`src/rtl/uart_master_pkg.sv`:
```
// Shared constants for the 8N1 UART master: register map, status/enable bit
// positions, frame geometry, FSM state types and the baud divisor helper.
package uart_master_pkg;

   localparam logic [2:0] ADDR_RHR = 3'd0;
   localparam logic [2:0] ADDR_IER = 3'd1;
   localparam logic [2:0] ADDR_ISR = 3'd2;
   localparam logic [2:0] ADDR_LCR = 3'd3;
   localparam logic [2:0] ADDR_MCR = 3'd4;
   localparam logic [2:0] ADDR_LSR = 3'd5;
   localparam logic [2:0] ADDR_MSR = 3'd6;
   localparam logic [2:0] ADDR_SCR = 3'd7;

   localparam int LSR_DR   = 0;
   localparam int LSR_OE   = 1;
   localparam int LSR_FE   = 3;
   localparam int LSR_THRE = 5;
   localparam int LSR_TEMT = 6;

   localparam int IER_RDA  = 0;
   localparam int IER_THRE = 1;

   localparam int FCR_RX_FLUSH = 1;
   localparam int FCR_TX_FLUSH = 2;

   localparam logic [7:0] ISR_RDA  = 8'h04;
   localparam logic [7:0] ISR_THRE = 8'h02;
   localparam logic [7:0] ISR_NONE = 8'h01;

   localparam int DATA_BITS  = 8;
   localparam int FRAME_BITS = 10;   // start + 8 data + stop
   localparam int OSR        = 16;
   localparam int FIFO_DEPTH = 16;

   typedef enum logic {TX_IDLE, TX_SEND} tx_state_t;
   typedef enum logic [1:0] {RX_HUNT, RX_START, RX_DATA, RX_STOP} rx_state_t;

   // Clocks per oversampling tick, rounded to nearest.
   function automatic int calc_div(input int clk_freq, input int baud);
      return (clk_freq + (OSR / 2) * baud) / (OSR * baud);
   endfunction

endpackage

```
`src/rtl/uart_fifo.sv`:
```
// Synchronous FIFO for the optional RX/TX buffering. A push into a full FIFO
// is accepted when a pop happens on the same cycle.
module uart_fifo #(
   parameter int WIDTH = 8,
   parameter int DEPTH = 16
) (
   input  logic             clk,
   input  logic             rst,
   input  logic             flush,
   input  logic             push,
   input  logic [WIDTH-1:0] din,
   input  logic             pop,
   output logic [WIDTH-1:0] dout,
   output logic             empty,
   output logic             full
);
   localparam int AW = $clog2(DEPTH);
   localparam logic [AW:0] FULL_CNT = DEPTH[AW:0];

   logic [WIDTH-1:0] mem [DEPTH];
   logic [AW-1:0]    wr_ptr, rd_ptr;
   logic [AW:0]      count;
   logic             do_push, do_pop;

   assign empty   = (count == '0);
   assign full    = (count == FULL_CNT);
   assign do_pop  = pop && !empty;
   assign do_push = push && (!full || do_pop);
   assign dout    = mem[rd_ptr];

   always_ff @(posedge clk) begin
      if (rst || flush) begin
         wr_ptr <= '0;
         rd_ptr <= '0;
         count  <= '0;
      end else begin
         if (do_push) wr_ptr <= wr_ptr + 1'b1;
         if (do_pop)  rd_ptr <= rd_ptr + 1'b1;
         if (do_push && !do_pop)      count <= count + 1'b1;
         else if (!do_push && do_pop) count <= count - 1'b1;
      end
   end

   always_ff @(posedge clk) begin
      if (do_push) mem[wr_ptr] <= din;
   end

endmodule

```
`src/rtl/uart_master_top.sv`:
```
// 8N1 UART with a 16550-style register file and 16x oversampling.
// Define UART_FIFO_EN to replace the single RHR/THR holding registers with 16-deep FIFOs.
module uart_master_top
   import uart_master_pkg::*;
#(
   parameter int CLK_FREQ = 27000000,
   parameter int BAUD     = 115200
) (
   input  logic       I_CLK,
   input  logic       I_RESET,
   input  logic       I_TX_EN,
   input  logic [2:0] I_WADDR,
   input  logic [7:0] I_WDATA,
   input  logic       I_RX_EN,
   input  logic [2:0] I_RADDR,
   output logic [7:0] O_RDATA,
   input  logic       SIN,
   output logic       RxRDYn,
   output logic       SOUT,
   output logic       TxRDYn,
   output logic       DDIS,
   output logic       INTR,
   input  logic       DCDn,
   input  logic       CTSn,
   input  logic       DSRn,
   input  logic       RIn,
   output logic       DTRn,
   output logic       RTSn
);
   localparam int DIV = calc_div(CLK_FREQ, BAUD);
   localparam int DW  = (DIV > 1) ? $clog2(DIV) : 1;
   localparam logic [DW-1:0] DIV_LAST = DW'(DIV - 1);

   logic [7:0] ier, lcr, mcr, scr, lsr, isr, msr;
   logic       oe, fe, dr, thre, lsr_rd;
   logic       tx_push, tx_pop, tx_empty, tx_full;
   logic       rx_push, rx_pop, rx_empty, rx_full;
   logic [7:0] tx_dout, rx_dout, rx_shreg;

   assign tx_push = I_TX_EN && (I_WADDR == ADDR_RHR);
   assign rx_pop  = I_RX_EN && (I_RADDR == ADDR_RHR) && !rx_empty;
   assign lsr_rd  = I_RX_EN && (I_RADDR == ADDR_LSR);

`ifdef UART_FIFO_EN
   logic tx_flush, rx_flush;
   assign tx_flush = I_TX_EN && (I_WADDR == ADDR_ISR) && I_WDATA[FCR_TX_FLUSH];
   assign rx_flush = I_TX_EN && (I_WADDR == ADDR_ISR) && I_WDATA[FCR_RX_FLUSH];

   uart_fifo #(.WIDTH(8), .DEPTH(FIFO_DEPTH)) u_tx_fifo (
      .clk(I_CLK), .rst(I_RESET), .flush(tx_flush), .push(tx_push), .din(I_WDATA),
      .pop(tx_pop), .dout(tx_dout), .empty(tx_empty), .full(tx_full));

   uart_fifo #(.WIDTH(8), .DEPTH(FIFO_DEPTH)) u_rx_fifo (
      .clk(I_CLK), .rst(I_RESET), .flush(rx_flush), .push(rx_push), .din(rx_shreg),
      .pop(rx_pop), .dout(rx_dout), .empty(rx_empty), .full(rx_full));
`else
   logic [7:0] thr_q, rhr_q;
   logic       thr_vld, rhr_vld;

   always_ff @(posedge I_CLK) begin
      if (I_RESET) begin
         thr_q   <= '0;
         thr_vld <= 1'b0;
         rhr_q   <= '0;
         rhr_vld <= 1'b0;
      end else begin
         if (tx_push && !thr_vld) begin
            thr_q   <= I_WDATA;
            thr_vld <= 1'b1;
         end else if (tx_pop) begin
            thr_vld <= 1'b0;
         end
         // A pop on the arrival cycle frees the slot for the new byte.
         if (rx_push && (!rhr_vld || rx_pop)) begin
            rhr_q   <= rx_shreg;
            rhr_vld <= 1'b1;
         end else if (rx_pop) begin
            rhr_vld <= 1'b0;
         end
      end
   end

   assign tx_dout  = thr_q;
   assign tx_empty = !thr_vld;
   assign tx_full  = thr_vld;
   assign rx_dout  = rhr_q;
   assign rx_empty = !rhr_vld;
   assign rx_full  = rhr_vld;
`endif

   // Transmitter
   tx_state_t     tx_state, tx_next;
   logic [DW-1:0] tx_div;
   logic [3:0]    tx_os, tx_bit;
   logic [9:0]    tx_shreg;
   logic          tx_tick, tx_bit_end;

   assign tx_tick    = (tx_div == DIV_LAST);
   assign tx_bit_end = tx_tick && (tx_os == 4'(OSR - 1));

   always_ff @(posedge I_CLK) begin
      if (I_RESET) tx_state <= TX_IDLE;
      else         tx_state <= tx_next;
   end

   always_comb begin
      tx_next = tx_state;
      tx_pop  = 1'b0;
      case (tx_state)
         TX_IDLE: if (!tx_empty) begin
            tx_pop  = 1'b1;
            tx_next = TX_SEND;
         end
         TX_SEND: if (tx_bit_end && (tx_bit == 4'(FRAME_BITS - 1))) tx_next = TX_IDLE;
         default: tx_next = TX_IDLE;
      endcase
   end

   always_ff @(posedge I_CLK) begin
      if (I_RESET) begin
         tx_div   <= '0;
         tx_os    <= '0;
         tx_bit   <= '0;
         tx_shreg <= '1;
      end else if (tx_pop) begin
         tx_div   <= '0;
         tx_os    <= '0;
         tx_bit   <= '0;
         tx_shreg <= {1'b1, tx_dout, 1'b0};
      end else if (tx_state == TX_SEND) begin
         tx_div <= tx_tick ? '0 : tx_div + 1'b1;
         if (tx_tick) tx_os <= tx_os + 1'b1;
         if (tx_bit_end) begin
            tx_bit   <= tx_bit + 1'b1;
            tx_shreg <= {1'b1, tx_shreg[9:1]};
         end
      end
   end

   assign SOUT = (tx_state == TX_SEND) ? tx_shreg[0] : 1'b1;
   assign DDIS = (tx_state == TX_IDLE);

   // Receiver
   rx_state_t     rx_state, rx_next;
   logic          sin_m, sin_s;
   logic [DW-1:0] rx_div;
   logic [3:0]    rx_os;
   logic [2:0]    rx_bit;
   logic          rx_tick, rx_mid, rx_end;

   assign rx_tick = (rx_div == DIV_LAST);
   assign rx_mid  = rx_tick && (rx_os == 4'(OSR / 2 - 1));
   assign rx_end  = rx_tick && (rx_os == 4'(OSR - 1));

   always_ff @(posedge I_CLK) begin
      if (I_RESET) begin
         sin_m    <= 1'b1;
         sin_s    <= 1'b1;
         rx_state <= RX_HUNT;
      end else begin
         sin_m    <= SIN;
         sin_s    <= sin_m;
         rx_state <= rx_next;
      end
   end

   always_comb begin
      rx_next = rx_state;
      rx_push = 1'b0;
      case (rx_state)
         RX_HUNT:  if (!sin_s) rx_next = RX_START;
         RX_START: if (rx_mid) rx_next = sin_s ? RX_HUNT : RX_DATA;
         RX_DATA:  if (rx_end && (rx_bit == 3'(DATA_BITS - 1))) rx_next = RX_STOP;
         RX_STOP:  if (rx_end) begin
            rx_push = 1'b1;
            rx_next = RX_HUNT;
         end
         default:  rx_next = RX_HUNT;
      endcase
   end

   // Counters restart at the start edge so samples land on bit centres.
   always_ff @(posedge I_CLK) begin
      if (I_RESET) begin
         rx_div   <= '0;
         rx_os    <= '0;
         rx_bit   <= '0;
         rx_shreg <= '0;
      end else if (rx_state == RX_HUNT) begin
         rx_div <= '0;
         rx_os  <= '0;
         rx_bit <= '0;
      end else begin
         rx_div <= rx_tick ? '0 : rx_div + 1'b1;
         if (rx_state == RX_START && rx_mid) rx_os <= '0;
         else if (rx_tick)                   rx_os <= rx_os + 1'b1;
         if (rx_state == RX_DATA && rx_end) begin
            rx_shreg <= {sin_s, rx_shreg[7:1]};
            rx_bit   <= rx_bit + 1'b1;
         end
      end
   end

   // Register file and line status
   always_ff @(posedge I_CLK) begin
      if (I_RESET) begin
         ier <= '0;
         lcr <= '0;
         mcr <= '0;
         scr <= '0;
         oe  <= 1'b0;
         fe  <= 1'b0;
      end else begin
         if (I_TX_EN) begin
            case (I_WADDR)
               ADDR_IER: ier <= I_WDATA;
               ADDR_LCR: lcr <= I_WDATA;
               ADDR_MCR: mcr <= I_WDATA;
               ADDR_SCR: scr <= I_WDATA;
               default:  ;
            endcase
         end
         if (rx_push && rx_full && !rx_pop) oe <= 1'b1;
         else if (lsr_rd)                   oe <= 1'b0;
         if (rx_push && !sin_s) fe <= 1'b1;
         else if (lsr_rd)       fe <= 1'b0;
      end
   end

   assign TxRDYn = tx_full;
   assign RxRDYn = rx_empty;
   assign dr     = !rx_empty;
   assign thre   = !tx_full;

   always_comb begin
      lsr           = '0;
      lsr[LSR_DR]   = dr;
      lsr[LSR_OE]   = oe;
      lsr[LSR_FE]   = fe;
      lsr[LSR_THRE] = thre;
      lsr[LSR_TEMT] = thre && DDIS;
   end

   assign isr  = dr ? ISR_RDA : (thre ? ISR_THRE : ISR_NONE);
   assign msr  = {~DCDn, ~RIn, ~DSRn, ~CTSn, 4'b0000};
   assign INTR = (ier[IER_RDA] && dr) || (ier[IER_THRE] && thre);
   assign DTRn = ~mcr[0];
   assign RTSn = ~mcr[1];

   always_comb begin
      O_RDATA = 8'h00;
      case (I_RADDR)
         ADDR_RHR: O_RDATA = rx_dout;
         ADDR_IER: O_RDATA = ier;
         ADDR_ISR: O_RDATA = isr;
         ADDR_LCR: O_RDATA = lcr;
         ADDR_MCR: O_RDATA = mcr;
         ADDR_LSR: O_RDATA = lsr;
         ADDR_MSR: O_RDATA = msr;
         ADDR_SCR: O_RDATA = scr;
         default:  O_RDATA = 8'h00;
      endcase
   end

endmodule

```
`config.mk`:
```
export PLATFORM = sky130hd
export DESIGN_NAME = uart_master_top
export DESIGN_NICKNAME = d
export VERILOG_FILES = /design/src/rtl/uart_master_pkg.sv /design/src/rtl/uart_fifo.sv /design/src/rtl/uart_master_top.sv
export SDC_FILE = /design/constraint.sdc
export NUM_CORES = 1
export LEC_CHECK = 0
export CAP_MARGIN = 20
export CORE_UTILIZATION = 35
export CTS_BUF_LIST = sky130_fd_sc_hd__clkbuf_16
export DETAILED_ROUTE_END_ITERATION = 8
export GPL_TIMING_DRIVEN = 0
export MAX_ROUTING_LAYER = met4
export SLEW_MARGIN = 20
export SYNTH_ARGS = -nofsm -noshare
export SYNTH_HDL_FRONTEND = slang
export SYNTH_SLANG_ARGS = --single-unit
```
`constraint.sdc`:
```
create_clock -name I_CLK -period 2.23 [get_ports I_CLK]
set_input_delay 0.3345 -clock I_CLK [delete_from_list [all_inputs] [get_ports I_CLK]]
set_output_delay 0.3345 -clock I_CLK [all_outputs]
set_load 0.005 [all_outputs]
```
==> flow_summary.yaml <==
placed_design:
  place_hpwl_um: 7610
  gp_congestion: 0.852
  placement.io_buffers: 34
synth:
  syn_nets: 540
  syn_avg_cell_area_um2: 8.41
  synth-async-reset-ratio: 0
  synth_cell_types: 45
  ys_warn_count: 0
  synth-seq-cells: 97
  ys.flop_type: "dfxtp_1"
  synth_seq_area_share: 0.454
  syn_area_um2: 4280
  yosysTopAreaCellShare: 0.454
  synthTopCellsByArea: "dfxtp_1 (45%), mux2i_1 (8.2%), nand2_1 (8.1%)"
  synth_edf_count: 0
  netlist.top_cell.by_area: "dfxtp_1"
  synth_cells: 509
routing:
  drt_first_iter_violations: 303
  routed.top_layer: "met4"
  firstDrtPassIters: 5
  wl_met2_um: 4930
  dr_total_vias: 3678
  antenna_left: 0
  m1WireLength_um: 5000
  dr_wl_met3_um: 641
  wire_per_inst_um: 15.1
  drc: 0
  viasPerCell: 5.19
  wirelength_um: 10700
clock_network:
  cts_tree: "yes"
  clock-sinks: 97
  holdBufCountCts: 0
  path_clk_slew_ns: 0.07
  ctsRootBufferMaster: "clkbuf_16"
  clock_path_buffers: 2
  insertion_delay_ns: 0.34
  cts_made_buffers: 9
  htreeDepth: 3
setup_path:
  crit_path_end_kind: "primary output"
  cp_max_fo: 5
  cp_data_arrival_time_ns: 1.83
  worstPathRequired_ns: 1.90
  reg2reg_depth: 6
  start_kind: "register"
  crit_type: "reg -> out"
floorplan:
  dieHeight_um: 113
  core_area_um2: 12000
  row_count: 40
  initial_core_util: 0.358
  die_w_um: 113
  dieArea_um2: 12700
  design.portCount: 38
global_routing:
  grt_max_degree: 16
  track_usage: 0.185
  grt_first_pass_wirelength_um: 17500
  overflow: 0
  grt_pass1_vias: 3494
  antenna_found_initial: 0
run_status:
  status: "finished, final reports clean"
sta:
  clock_skew_ns: 0.00951
  finalSetupViolCount: 0
  final_max_slew_viol_count: 0
  slew_headroom: 0.251
  setup_tns_ns: 0
  hold_viol: 0
  rsz0062_at_grt: "false"
  max_freq_mhz: 462
  post-route-min-period_ns: 2.16
  finalCritPeriodShare: 0.970
  worst_pin_slew_ns: 1.12
final_layout:
  syn_to_final_growth_pct: 21.5
  drive_above_1_share: 0.0943
  fin_util: 0.435
  layout_common_cells: "dfxtp_1 (95), nand2_1 (92), nor2_1 (70)"
  final_nets: 588
  n_antenna_cell: 0
  layout_commonest_cell: "dfxtp_1"
  filler_cell_count: 1219
run:
  max-cap-violations: 0
worst_hold_path:
  hold_path.class: "reg -> reg"
  worstHoldPathCells: 1
pwr:
  total_power_w: 0.00358
  peakVddDrop_uv: 341
  p_per_area_nw_per_um2: 688
  power.leakage_nw: 1.80
## critical path, cell delays in order (launching register included)
cell,delay [ns]
dfxtp_4,0.36
buf_6,0.12
nor2_1,0.06
mux4_2,0.45
mux2_4,0.28
clkdlybuf4s15_1,0.20
## flip-flops by register name (all words and copies together) (netlist names), 3 cells and up, named ones only
signal    count
rhr_q         8
tx_bit        4
tx_os         4
scr           8
ier           8
rx_os         4
mcr           8
rx_div        4
thr_q         8
tx_shreg      9
rx_shreg      8
tx_div        4
rx_bit        3
lcr           8
## layer usage
| metal | vias up | global-route usage |
|---|---|---|
| li1 | 1834 | - |
| met1 | 1744 | 0.231 |
| met2 | 88 | 0.291 |
| met3 | 12 | 0.0356 |
| met4 | 0 | 0.0782 |
| met5 | - | - |
## kinds of logic (layout without fill, tap and decap cells)
| family | Yosys count | after routing | synth area share |
|---|---|---|---|
| AO/OA/AOI/OAI | 87 | 87 | 0.122 |
| XOR/XNOR | 9 | 9 | 0.0184 |
| adder cells (fa/ha/maj) | 8 | 8 | 0.0234 |
| buffers and inverters | 40 | 93 | 0.0374 |
| flip-flops | 97 | 97 | 0.454 |
| multiplexers | 43 | 43 | 0.111 |
| AND/OR/NAND/NOR | 225 | 225 | 0.234 |
## final timing paths
kind / end / start / slack (ns)
worst max-delay path: O_RDATA[6] / TxRDYn / 0.07
worst min-delay path: sin_s / sin_m / 0.41
worst min register to register: sin_s / sin_m / 0.41
worst max register to register: tx_shreg[6] / tx_state / 0.25
## final cells by class
cell class / count / area [µm²] / area share
Clock buffer: 9 / 225 / 0.0433
Buffer: 27 / 149 / 0.0286
Sequential cell: 97 / 1950 / 0.375
Inverter: 12 / 45.0 / 0.00866
Multi-Input combinational cell: 372 / 2230 / 0.428
Clock inverter: 7 / 61.3 / 0.0118
Timing Repair Buffer: 38 / 359 / 0.0691
Tap cell: 147 / 184 / 0.0354
## metrics by stage
stage | setup WS (ns) | hold slack, ns | instance area [µm²] | instances
final | 0.0662 | 0.410 | 5200 | 709
after global routing | 0.00774 | 0.415 | 5200 | 709
after global placement | -0.819 | 0.398 | 4800 | 690
after detailed placement | -0.844 | 0.398 | 4800 | 690
after CTS | 0.00130 | 0.412 | 5170 | 708
after floorplan | 0.197 | 0.389 | 4280 | 509
## synth_stat cells (4+ instances only)
master,n
nand2b_1,5
or2_2,4
clkbuf_1,23
nand3_1,13
a211oi_1,4
inv_1,12
or3_1,7
nor3_1,11
nand2_1,92
ha_1,8
nor2_1,72
o21ai_0,8
nor3b_1,5
a21oi_1,55
mux2_2,5
mux2i_1,35
nand4_1,5
dfxtp_1,97
xnor2_1,6
## power by group
| part | switching [W] | internal [W] | total (W) |
|---|---|---|---|
| logic | 0.000160 | 0.000124 | 0.000285 |
| clock network | 0.000661 | 0.000858 | 0.00152 |
| registers | 0.0000152 | 0.00176 | 0.00177 |
## timing repair
action,4_1_cts,5_1_grt
setup endpoints to repair,18,23
endpoints found under the hold margin,0,0
gates resized for setup,31,16
setup buffers,3,1
pin swaps,2,3
(Power assumes the default switching activity.)
